[config.mk]
export PLATFORM = sky130hd
export DESIGN_NAME = bcd_cnt_999
export DESIGN_NICKNAME = d
export VERILOG_FILES = /design/src/rtl/bcd_pkg.sv /design/src/rtl/bcd_cnt_999_seg7_dec.sv /design/src/rtl/bcd_cnt_999.sv
export SDC_FILE = /design/constraint.sdc
export NUM_CORES = 1
export LEC_CHECK = 0
export CAP_MARGIN = 0
export CORE_ASPECT_RATIO = 1.5
export CORE_UTILIZATION = 34
export CTS_BUF_LIST = sky130_fd_sc_hd__clkbuf_2
export CTS_CLUSTER_DIAMETER = 30
export CTS_CLUSTER_SIZE = 16
export DETAILED_ROUTE_END_ITERATION = 12
export PLACE_DENSITY = 0.56
export RECOVER_POWER = 100
export SLEW_MARGIN = 20
export SYNTH_ARGS = -nofsm -noshare
export SYNTH_HDL_FRONTEND = slang
export SYNTH_SLANG_ARGS = --single-unit
[constraint.sdc]
create_clock -name clk_in -period 1.96 [get_ports clk_in]
set_input_delay 0.294 -clock clk_in [delete_from_list [all_inputs] [get_ports clk_in]]
set_output_delay 0.294 -clock clk_in [all_outputs]
set_load 0.005 [all_outputs]
[src/rtl/bcd_pkg.sv]
// bcd_pkg: shared types, segment patterns and BCD arithmetic helpers for the
// three-digit BCD counter.
//   bcd_digit_t  : one BCD nibble (0..9 when legal)
//   seg7_t       : active-low seven-segment pattern, bit order {g,f,e,d,c,b,a}
//   SEG_BLANK    : all segments off
//   SEG_DIGIT    : active-low patterns for digits 0..9
package bcd_pkg;

    typedef logic [3:0] bcd_digit_t;
    typedef logic [6:0] seg7_t;

    localparam seg7_t SEG_BLANK = 7'b1111111;

    localparam seg7_t SEG_DIGIT [0:9] = '{
        7'b1000000,  // 0
        7'b1111001,  // 1
        7'b0100100,  // 2
        7'b0110000,  // 3
        7'b0011001,  // 4
        7'b0010010,  // 5
        7'b0000010,  // 6
        7'b1111000,  // 7
        7'b0000000,  // 8
        7'b0010000   // 9
    };

    // True when every nibble of a three-digit BCD word is a legal digit.
    function automatic logic bcd_is_valid(input logic [11:0] v);
        return (v[11:8] <= 4'd9) && (v[7:4] <= 4'd9) && (v[3:0] <= 4'd9);
    endfunction

    // Three-digit BCD increment; 999 rolls to 000.
    function automatic logic [11:0] bcd_inc(input logic [11:0] v);
        logic [11:0] r;
        r = v;
        if (v[3:0] == 4'd9) begin
            r[3:0] = 4'd0;
            if (v[7:4] == 4'd9) begin
                r[7:4]  = 4'd0;
                r[11:8] = (v[11:8] == 4'd9) ? 4'd0 : v[11:8] + 4'd1;
            end else begin
                r[7:4] = v[7:4] + 4'd1;
            end
        end else begin
            r[3:0] = v[3:0] + 4'd1;
        end
        return r;
    endfunction

    // Three-digit BCD decrement; 000 rolls to 999.
    function automatic logic [11:0] bcd_dec(input logic [11:0] v);
        logic [11:0] r;
        r = v;
        if (v[3:0] == 4'd0) begin
            r[3:0] = 4'd9;
            if (v[7:4] == 4'd0) begin
                r[7:4]  = 4'd9;
                r[11:8] = (v[11:8] == 4'd0) ? 4'd9 : v[11:8] - 4'd1;
            end else begin
                r[7:4] = v[7:4] - 4'd1;
            end
        end else begin
            r[3:0] = v[3:0] - 4'd1;
        end
        return r;
    endfunction

endpackage

[src/rtl/bcd_cnt_999_seg7_dec.sv]
// seg7_dec: combinational BCD digit to active-low seven-segment decoder.
//   digit : BCD nibble to display
//   blank : 1 forces all segments off
//   seg   : active-low segments {g..a}
// An illegal nibble (>9) shows blank rather than garbage.
module seg7_dec
    import bcd_pkg::*;
(
    input  bcd_digit_t digit,
    input  logic       blank,
    output seg7_t      seg
);

    always_comb begin
        seg = SEG_BLANK;
        if (!blank && (digit <= 4'd9)) begin
            seg = SEG_DIGIT[digit];
        end
    end

endmodule

[src/rtl/bcd_cnt_999.sv]
// bcd_cnt_999: three-digit BCD counter (000..999) advanced by the rising edge
// of a slow divided clock that is sampled as data in the clk_in domain.
//   clk_in    : board clock, the only clock
//   rst       : asynchronous active-low reset
//   step_in   : divided clock, synchronised and rising-edge detected
//   en        : count enable, only looked at when a step occurs
//   up_dn     : 1 = up, 0 = down
//   clr       : synchronous clear to 000 (highest priority)
//   load      : synchronous load of load_val (rejected if any nibble > 9)
//   load_val  : BCD {hundreds, tens, ones}
//   bcd       : current count {hundreds, tens, ones}
//   tc        : one-cycle pulse after a step taken at the limit (999 up / 000 down)
//   load_err  : one-cycle pulse after a rejected load
//   hex0..2   : registered active-low segments for ones/tens/hundreds
// Parameters: WRAP (1 = wrap at the limit, 0 = saturate), BLANK_LZ (1 = blank
// leading zeros on hex2/hex1; hex0 is always shown).
module bcd_cnt_999
    import bcd_pkg::*;
#(
    parameter bit WRAP     = 1'b1,
    parameter bit BLANK_LZ = 1'b0
) (
    input  logic        clk_in,
    input  logic        rst,
    input  logic        step_in,
    input  logic        en,
    input  logic        up_dn,
    input  logic        clr,
    input  logic        load,
    input  logic [11:0] load_val,
    output logic [11:0] bcd,
    output logic        tc,
    output logic        load_err,
    output seg7_t       hex0,
    output seg7_t       hex1,
    output seg7_t       hex2
);

    // Value shown on hex1/hex2 while the count is 000.
    localparam seg7_t LZ_RST = BLANK_LZ ? SEG_BLANK : SEG_DIGIT[0];

    // Synchroniser and edge detect. All three flops reset high so a step_in
    // that is already high when reset releases is not seen as a rising edge.
    logic sync1, sync2, prev;
    logic step;

    always_ff @(posedge clk_in or negedge rst) begin
        if (!rst) begin
            sync1 <= 1'b1;
            sync2 <= 1'b1;
            prev  <= 1'b1;
        end else begin
            sync1 <= step_in;
            sync2 <= sync1;
            prev  <= sync2;
        end
    end

    assign step = sync2 & ~prev;

    // Counter next-state: clr > load > (step & en); lower-priority events in
    // the same cycle are dropped.
    logic [11:0] bcd_q, bcd_nxt;
    logic        tc_q, tc_nxt;
    logic        err_q, err_nxt;
    logic        at_max, at_min;

    assign at_max = (bcd_q == 12'h999);
    assign at_min = (bcd_q == 12'h000);

    always_comb begin
        bcd_nxt = bcd_q;
        tc_nxt  = 1'b0;
        err_nxt = 1'b0;
        if (clr) begin
            bcd_nxt = 12'h000;
        end else if (load) begin
            if (bcd_is_valid(load_val)) begin
                bcd_nxt = load_val;
            end else begin
                err_nxt = 1'b1;
            end
        end else if (step && en) begin
            if (up_dn) begin
                if (at_max) begin
                    tc_nxt = 1'b1;
                    if (WRAP) begin
                        bcd_nxt = 12'h000;
                    end
                end else begin
                    bcd_nxt = bcd_inc(bcd_q);
                end
            end else begin
                if (at_min) begin
                    tc_nxt = 1'b1;
                    if (WRAP) begin
                        bcd_nxt = 12'h999;
                    end
                end else begin
                    bcd_nxt = bcd_dec(bcd_q);
                end
            end
        end
    end

    always_ff @(posedge clk_in or negedge rst) begin
        if (!rst) begin
            bcd_q <= 12'h000;
            tc_q  <= 1'b0;
            err_q <= 1'b0;
        end else begin
            bcd_q <= bcd_nxt;
            tc_q  <= tc_nxt;
            err_q <= err_nxt;
        end
    end

    // Segment decode of the current count; registered one edge behind bcd.
    logic  blank_hund, blank_tens;
    seg7_t seg_ones, seg_tens, seg_hund;

    assign blank_hund = BLANK_LZ && (bcd_q[11:8] == 4'd0);
    assign blank_tens = BLANK_LZ && (bcd_q[11:8] == 4'd0) && (bcd_q[7:4] == 4'd0);

    seg7_dec u_dec_ones (.digit(bcd_q[3:0]),  .blank(1'b0),       .seg(seg_ones));
    seg7_dec u_dec_tens (.digit(bcd_q[7:4]),  .blank(blank_tens), .seg(seg_tens));
    seg7_dec u_dec_hund (.digit(bcd_q[11:8]), .blank(blank_hund), .seg(seg_hund));

    seg7_t hex0_q, hex1_q, hex2_q;

    always_ff @(posedge clk_in or negedge rst) begin
        if (!rst) begin
            hex0_q <= SEG_DIGIT[0];
            hex1_q <= LZ_RST;
            hex2_q <= LZ_RST;
        end else begin
            hex0_q <= seg_ones;
            hex1_q <= seg_tens;
            hex2_q <= seg_hund;
        end
    end

    assign bcd      = bcd_q;
    assign tc       = tc_q;
    assign load_err = err_q;
    assign hex0     = hex0_q;
    assign hex1     = hex1_q;
    assign hex2     = hex2_q;

endmodule

==> results of run 1 <==
-- cell families (layout without fill, tap and decap cells) --
kind of cell	after synthesis	count (layout)	share of synthesized area
buf+inv	31	124	0.0610
fa+ha+maj	14	14	0.0763
xor+xnor	1	1	0.00382
compound gates	85	85	0.241
flops	38	38	0.417
simple gates	78	78	0.175
mux	5	5	0.0251
-- power by group --
part / leakage [uW] / internal [uW] / switching (uW)
Combinational: 0.000944 / 661 / 621
Clock: 0.0000406 / 218 / 271
Sequential: 0.000456 / 986 / 89.8
-- state kept, by name, summed over array words and instances, names as in the netlist --
name / count
hex1: 7
prev: 1
sync1: 1
hex0: 7
load_err: 1
bcd: 12
sync2: 1
tc: 1
hex2: 7
-- layout make-up --
| class | count | area, um^2 |
|---|---|---|
| sequential | 38 | 962 |
| inverter | 19 | 71.3 |
| clock inverter | 2 | 33.8 |
| clock buffer | 6 | 30.0 |
| multi-input combinational | 183 | 1200 |
| tap | 76 | 95.1 |
| fill | 623 | 3300 |
| timing repair buffer | 97 | 840 |
-- per-stage QoR --
stage / area (um^2) / std cells
2_1_floorplan: 2300 / 252
4_1_cts: 3240 / 419
6_report: 3230 / 421
5_1_grt: 3230 / 421
3_5_place_dp: 3170 / 410
3_3_place_gp: 3170 / 410
-- worst reg2reg max path: cells and delay by family (launching register included) --
kind                       cells  cell delay, ns
and+or+nand+nor                1            0.18
muxes                          1            0.19
DFF                            1            0.42
adders and majority gates      1            0.22
AOI/OAI and AO/OA              2            0.53
buffers and inverters          1            0.18
-- cell usage after synthesis (2+ instances only) --
master     instances  share of area
a2bb2oi_1          3          0.011
a211o_1            2         0.0076
nand3_1            6          0.013
inv_1             18          0.029
nor2_1            27          0.044
o22a_1             2         0.0076
a32oi_1            5          0.019
ha_1              14          0.076
nand3b_1           3         0.0098
o21ai_0           17          0.037
o211ai_1           2         0.0065
a21oi_1           26          0.057
buf_6              2         0.0098
nor4_1             2         0.0054
mux2i_1            2         0.0087
o32a_2             2         0.0098
dfstp_2            6          0.069
o31ai_1            2         0.0065
o21ai_1            3         0.0065
nand2b_1           4          0.011
or3_1              2         0.0054
clkbuf_1           5         0.0082
and2_1             2         0.0054
a221oi_1           3          0.011
buf_2              4         0.0087
o21a_1             2         0.0065
nand2_1           18          0.029
dfrtp_1           32           0.35
mux2_2             2         0.0098
a211oi_1           4          0.013
a31oi_1            4          0.011
nor3_1             5          0.011
-- routing by layer --
layer  vias to the layer above  routed length (um)
met5                         -                   0
met4                         0                 157
met1                      1064                2510
met3                        13                 241
met2                        63                3400
li1                       1092                   -
-- repair_timing --
| item | CTS | global route |
|---|---|---|
| hold buffers | 1 | 0 |
| resized for setup | 1 | 2 |
| endpoints found under the setup margin | 1 | 3 |
| buffers inserted | 0 | 2 |
| endpoints found under the hold margin | 14 | 0 |
| gates cloned | 0 | 0 |
-- worst max path at each step --
stage / startpoint / to / slack, ns
5_1_grt: bcd[10]$_DFFE_PN0P_ / bcd[10] / 0.03
3_5_place_dp: load_val[2] / bcd[2]$_DFFE_PN0P_ / -0.06
6_report: bcd[2]$_DFFE_PN0P_ / bcd[2] / 0.08
2_1_floorplan: bcd[0]$_DFFE_PN0P_ / bcd[10]$_DFFE_PN0P_ / 0.18
4_1_cts: bcd[2]$_DFFE_PN0P_ / bcd[2] / 0.03
3_3_place_gp: up_dn / bcd[6]$_DFFE_PN0P_ / -0.06
-- layout by cell type (no fill, tap or decap), drive strengths merged, types with 6 or more instances in the layout --
master and instances:
buf 32, dfrtp 32, dlygate4sd3 31, nor2 28
a21oi 26, clkdlybuf4s50 22, o21ai 20, inv 19
nand2 18, clkbuf 18, ha 14, nand3 6
dfstp 6
==> flow_metrics.tcl, run 1 <==
set metrics [dict create \
    status "finished, final reports clean" \
    synth_cell_type_count 53 \
    leakage_uw 0.00144 \
    async_flop_share 1.00 \
    hold_class "reg -> reg" \
    gp_congestion 0.899 \
    routed_wirelength_um 6310 \
    insertion_delay_ns 0.40 \
    ios 54 \
    clkTransAtPathRegs_ns 0.19 \
    ant_nets 0 \
    reg2reg_depth 6 \
    die_h_um 103 \
    grt_pass1_vias 2214 \
    place_ws_ns -0.0649 \
    clockBufferDepth 2 \
    crit_buf_inv 2 \
    p_total_uw 2850 \
    vias_per_cell 5.30 \
    worstPathRequired_ns 1.67 \
    syn_area_mm2 0.00230 \
    regToRegEndpoint "bcd[2]$_DFFE_PN0P_" \
    drtPass1Iterations 5 \
    final_max_slew_viol_count 0 \
    initial_utilization 0.352 \
    setup_viol 0 \
    worst-path-stages 2 \
    met2_usage 0.352 \
    drcViolationCount 0 \
    h-tree-depth 2 \
    cap_violations 0 \
    grt_busiest_layer "met2" \
    grt_antenna_before_repair 0 \
    critical-path-top-delay-family "buffers and inverters" \
    final_nets 377 \
    cts_sinks 38 \
    synth_edf_count 0 \
    dieArea_mm2 0.00709 \
    path_max_fanout 6 \
    post_route_cells_drive_above_1_share 0.186 \
    rrSetupSlack_ns 0.18 \
    vdd_drop_max_mv 0.442 \
    worst_pin_slew_ns 1.22 \
    yosys_warnings 0 \
    min_period_ns 1.88 \
    setup-tns-final_ns 0 \
    synth_nets 285 \
    wire_per_inst_um 15.0 \
    hold_violations 0 \
    crit_chain "buf_4 > dlygate4sd3_1" \
    met3_usage 0.0323 \
    grt_setup_unrepaired "false" \
    final.setup.worst_slack_ns 0.0813 \
    num_rows 36 \
    cpMaxStageDelayCell "dlygate4sd3_1" \
    final_util 0.494 \
    whs_ns 0.378 \
    clockRootBuffer "clkbuf_2" \
    area_growth_pct 40.7 \
    r2r_start "bcd[1]$_DFFE_PN0P_" \
    fmax_ghz 0.532 \
    max_stage_delay_ns 0.57 \
    die_w_um 69.1 \
    cts_tree "yes" \
    path_class "reg -> out" \
    grtUsageTotal 0.185 \
    grt_pass1_wl_um 10400 \
    syn-instance-count 252 \
    met1_usage 0.200 \
    start_kind "flip-flop" \
    core-area_mm2 0.00653 \
    clock_skew_ns 0.0249 \
    initialDrtViolationCount 89 \
    cp_data_arrival_time_ns 1.58 \
    cts-buffers-inserted 5 \
    min_path_cells 0 \
    placement.io_buffers 53 \
    grt_max_degree 21 \
    min_to "sync2$_DFF_PN1_" \
    max_slew_margin 0.184 \
    final.period_utilization 0.959 \
    avgSynthCellArea_um2 9.11 \
    endpoint_kind "primary output" \
    hold_start "sync1$_DFF_PN1_" \
    ys_ff_latch 38 \
    seq_area_frac_synth 0.417 \
    synthFlopType "dfrtp_1" \
    dpl.hpwl_um 4850 \
    antenna_cells 0 \
    globalRoute.totalOverflow 0 \
    p_per_area_mw_per_mm2 882 \
    num_vias 2232 \
]
Note: power is estimated with default switching activity, not from simulation.
==> run 2, diff against run 1 <==
--- a/config.mk
+++ b/config.mk
@@ -6,4 +6,5 @@
 export NUM_CORES = 1
 export LEC_CHECK = 0
+export ABC_AREA = 0
 export CAP_MARGIN = 0
 export CORE_ASPECT_RATIO = 1.5
==> constraint.sdc (replaced) <==
create_clock -name clk_in -period 1.96 [get_ports clk_in]
set_input_delay 0.196 -clock clk_in [delete_from_list [all_inputs] [get_ports clk_in]]
set_output_delay 0.196 -clock clk_in [all_outputs]
set_load 0.005 [all_outputs]
==> flow_metrics.tcl, run 2 (synthesis results as in run 1) <==
set metrics [dict create \
    min_period_ns 1.86 \
    wire_per_inst_um 15.1 \
    initialDrtViolationCount 104 \
    hold_violations 0 \
    p_per_area_mw_per_mm2 896 \
    insertion_delay_ns 0.41 \
    vdd_drop_max_mv 0.464 \
    vias_per_cell 5.29 \
    initial_utilization 0.352 \
    routed_wirelength_um 6250 \
    core-area_mm2 0.00653 \
    cts_tree "yes" \
    die_h_um 103 \
    largest_register_ffs 12 \
    cts_sinks 38 \
    fmax_ghz 0.536 \
    cp-startpoint "bcd[3]$_DFFE_PN0P_" \
    worst_pin_slew_ns 0.754 \
    num_vias 2192 \
    clockRootBuffer "clkbuf_2" \
    globalRoute.totalOverflow 0 \
    whs_ns 0.327 \
    max_slew_margin 0.498 \
    worstPathRequired_ns 1.76 \
    endpoint_kind "primary output" \
    clkTransAtPathRegs_ns 0.17 \
    cts-buffers-inserted 5 \
    leakage_uw 0.00140 \
    setup_viol 0 \
    final_max_slew_viol_count 0 \
    cp_data_arrival_time_ns 1.67 \
    setup-tns-final_ns 0 \
    reg2reg_depth 6 \
    min_to "sync1$_DFF_PN1_" \
    placement.io_buffers 53 \
    antenna_cells 0 \
    ant_nets 0 \
    hold_class "in -> reg" \
    min_path_cells 1 \
    fill_cells 650 \
    p_total_uw 2820 \
    post_route_cells_drive_above_1_share 0.154 \
    final.period_utilization 0.951 \
    clock_skew_ns 0.0278 \
    path_max_fanout 11 \
    final_cell_mix "dfrtp_1, dlygate4sd3_1, nor2_1" \
    hold_start "step_in" \
    drcViolationCount 0 \
    dpl.hpwl_um 4860 \
    dieArea_mm2 0.00709 \
    cap_violations 0 \
    num_rows 36 \
    final_nets 370 \
    grtUsageTotal 0.188 \
    area_growth_pct 36.9 \
    ios 54 \
    die_w_um 69.1 \
    clockBufferDepth 2 \
    status "finished, final reports clean" \
    gp_congestion 0.876 \
    grt_pass1_vias 2186 \
    grt_max_degree 15 \
    path_class "reg -> out" \
    grt_antenna_before_repair 0 \
    drtPass1Iterations 4 \
    rrSetupSlack_ns 0.16 \
    grt_pass1_wl_um 10400 \
    regToRegEndpoint "bcd[2]$_DFFE_PN0P_" \
    final_common_cell "dfrtp_1" \
    h-tree-depth 2 \
    r2r_start "bcd[0]$_DFFE_PN0P_" \
    start_kind "flip-flop" \
    grt_setup_unrepaired "false" \
]
==> run 2: changes by cell type in the layout (fill, tap and decap cells not counted), moves of 2 or more <==
cell      previous run  this run
clkbuf_2             9        12
clkbuf_1             7         9
dfrtp_2              3         1
buf_4               31        20
dfrtp_1             29        31
==> run 2: critical path, cell delays in order, from the launching register on <==
cell,delay [ns]
dfrtp_1,0.51
clkbuf_4,0.26
clkdlybuf4s50_1,0.52
==> run 2: where the power goes <==
| part | internal, uW | total [uW] | leakage [uW] | switching (uW) |
|---|---|---|---|---|
| sequential | 985 | 1060 | 0.000459 | 79.4 |
| combinational | 637 | 1260 | 0.000893 | 628 |
| clock | 227 | 487 | 0.0000432 | 260 |
| total | 1850 | 2820 | 0.00140 | 967 |
==> run 2: how the worst max path moves through the flow <==
stage                          end  slack, ns  depth (start not counted)
2_1_floorplan  bcd[10]$_DFFE_PN0P_       0.18                          7
3_3_place_gp    bcd[2]$_DFFE_PN0P_       0.04                          5
3_5_place_dp    bcd[2]$_DFFE_PN0P_       0.02                          5
4_1_cts                     bcd[6]       0.07                          2
5_1_grt                    bcd[10]       0.02                          2
6_report                    bcd[3]        0.1                          2
==> run 2: layer usage <==
layer | global-route usage | routed length (um) | share of wire | up-vias
met2 | 0.350 | 3370 | 0.54 | 45
li1 | - | - | - | 1087
met5 | 0 | 0 | 0 | -
met1 | 0.207 | 2570 | 0.41 | 1049
met3 | 0.0303 | 158 | 0.025 | 11
met4 | 0.0926 | 157 | 0.025 | 0
==> run 2: area by class of cell <==
type	instances	area [um^2]	share of cell area
multi-input combinational	183	1190	0.379
clock buffer	7	35.0	0.0111
inverter	19	71.3	0.0227
sequential	38	960	0.305
timing repair buffer	90	762	0.242
clock inverter	1	30.0	0.00955
tap	76	95.1	0.0302
==> run 2: what timing repair did <==
item | in CTS | in global routing
setup endpoints to repair | 0 | 1
setup buffers | 0 | 0
hold endpoints to repair | 12 | 0
resized for setup | 0 | 1
hold buffers | 1 | 0
==> run 2: metrics by stage <==
step                      area, um^2   util  setup slack [ns]  instances
after CTS                       3190  0.489            0.0682        414
after floorplan                 2300      -             0.183        252
after global placement          3120  0.477            0.0398        405
after detailed placement        3120  0.477            0.0189        405
final                           3140  0.481            0.0955        414
after global routing            3140  0.481            0.0226        414
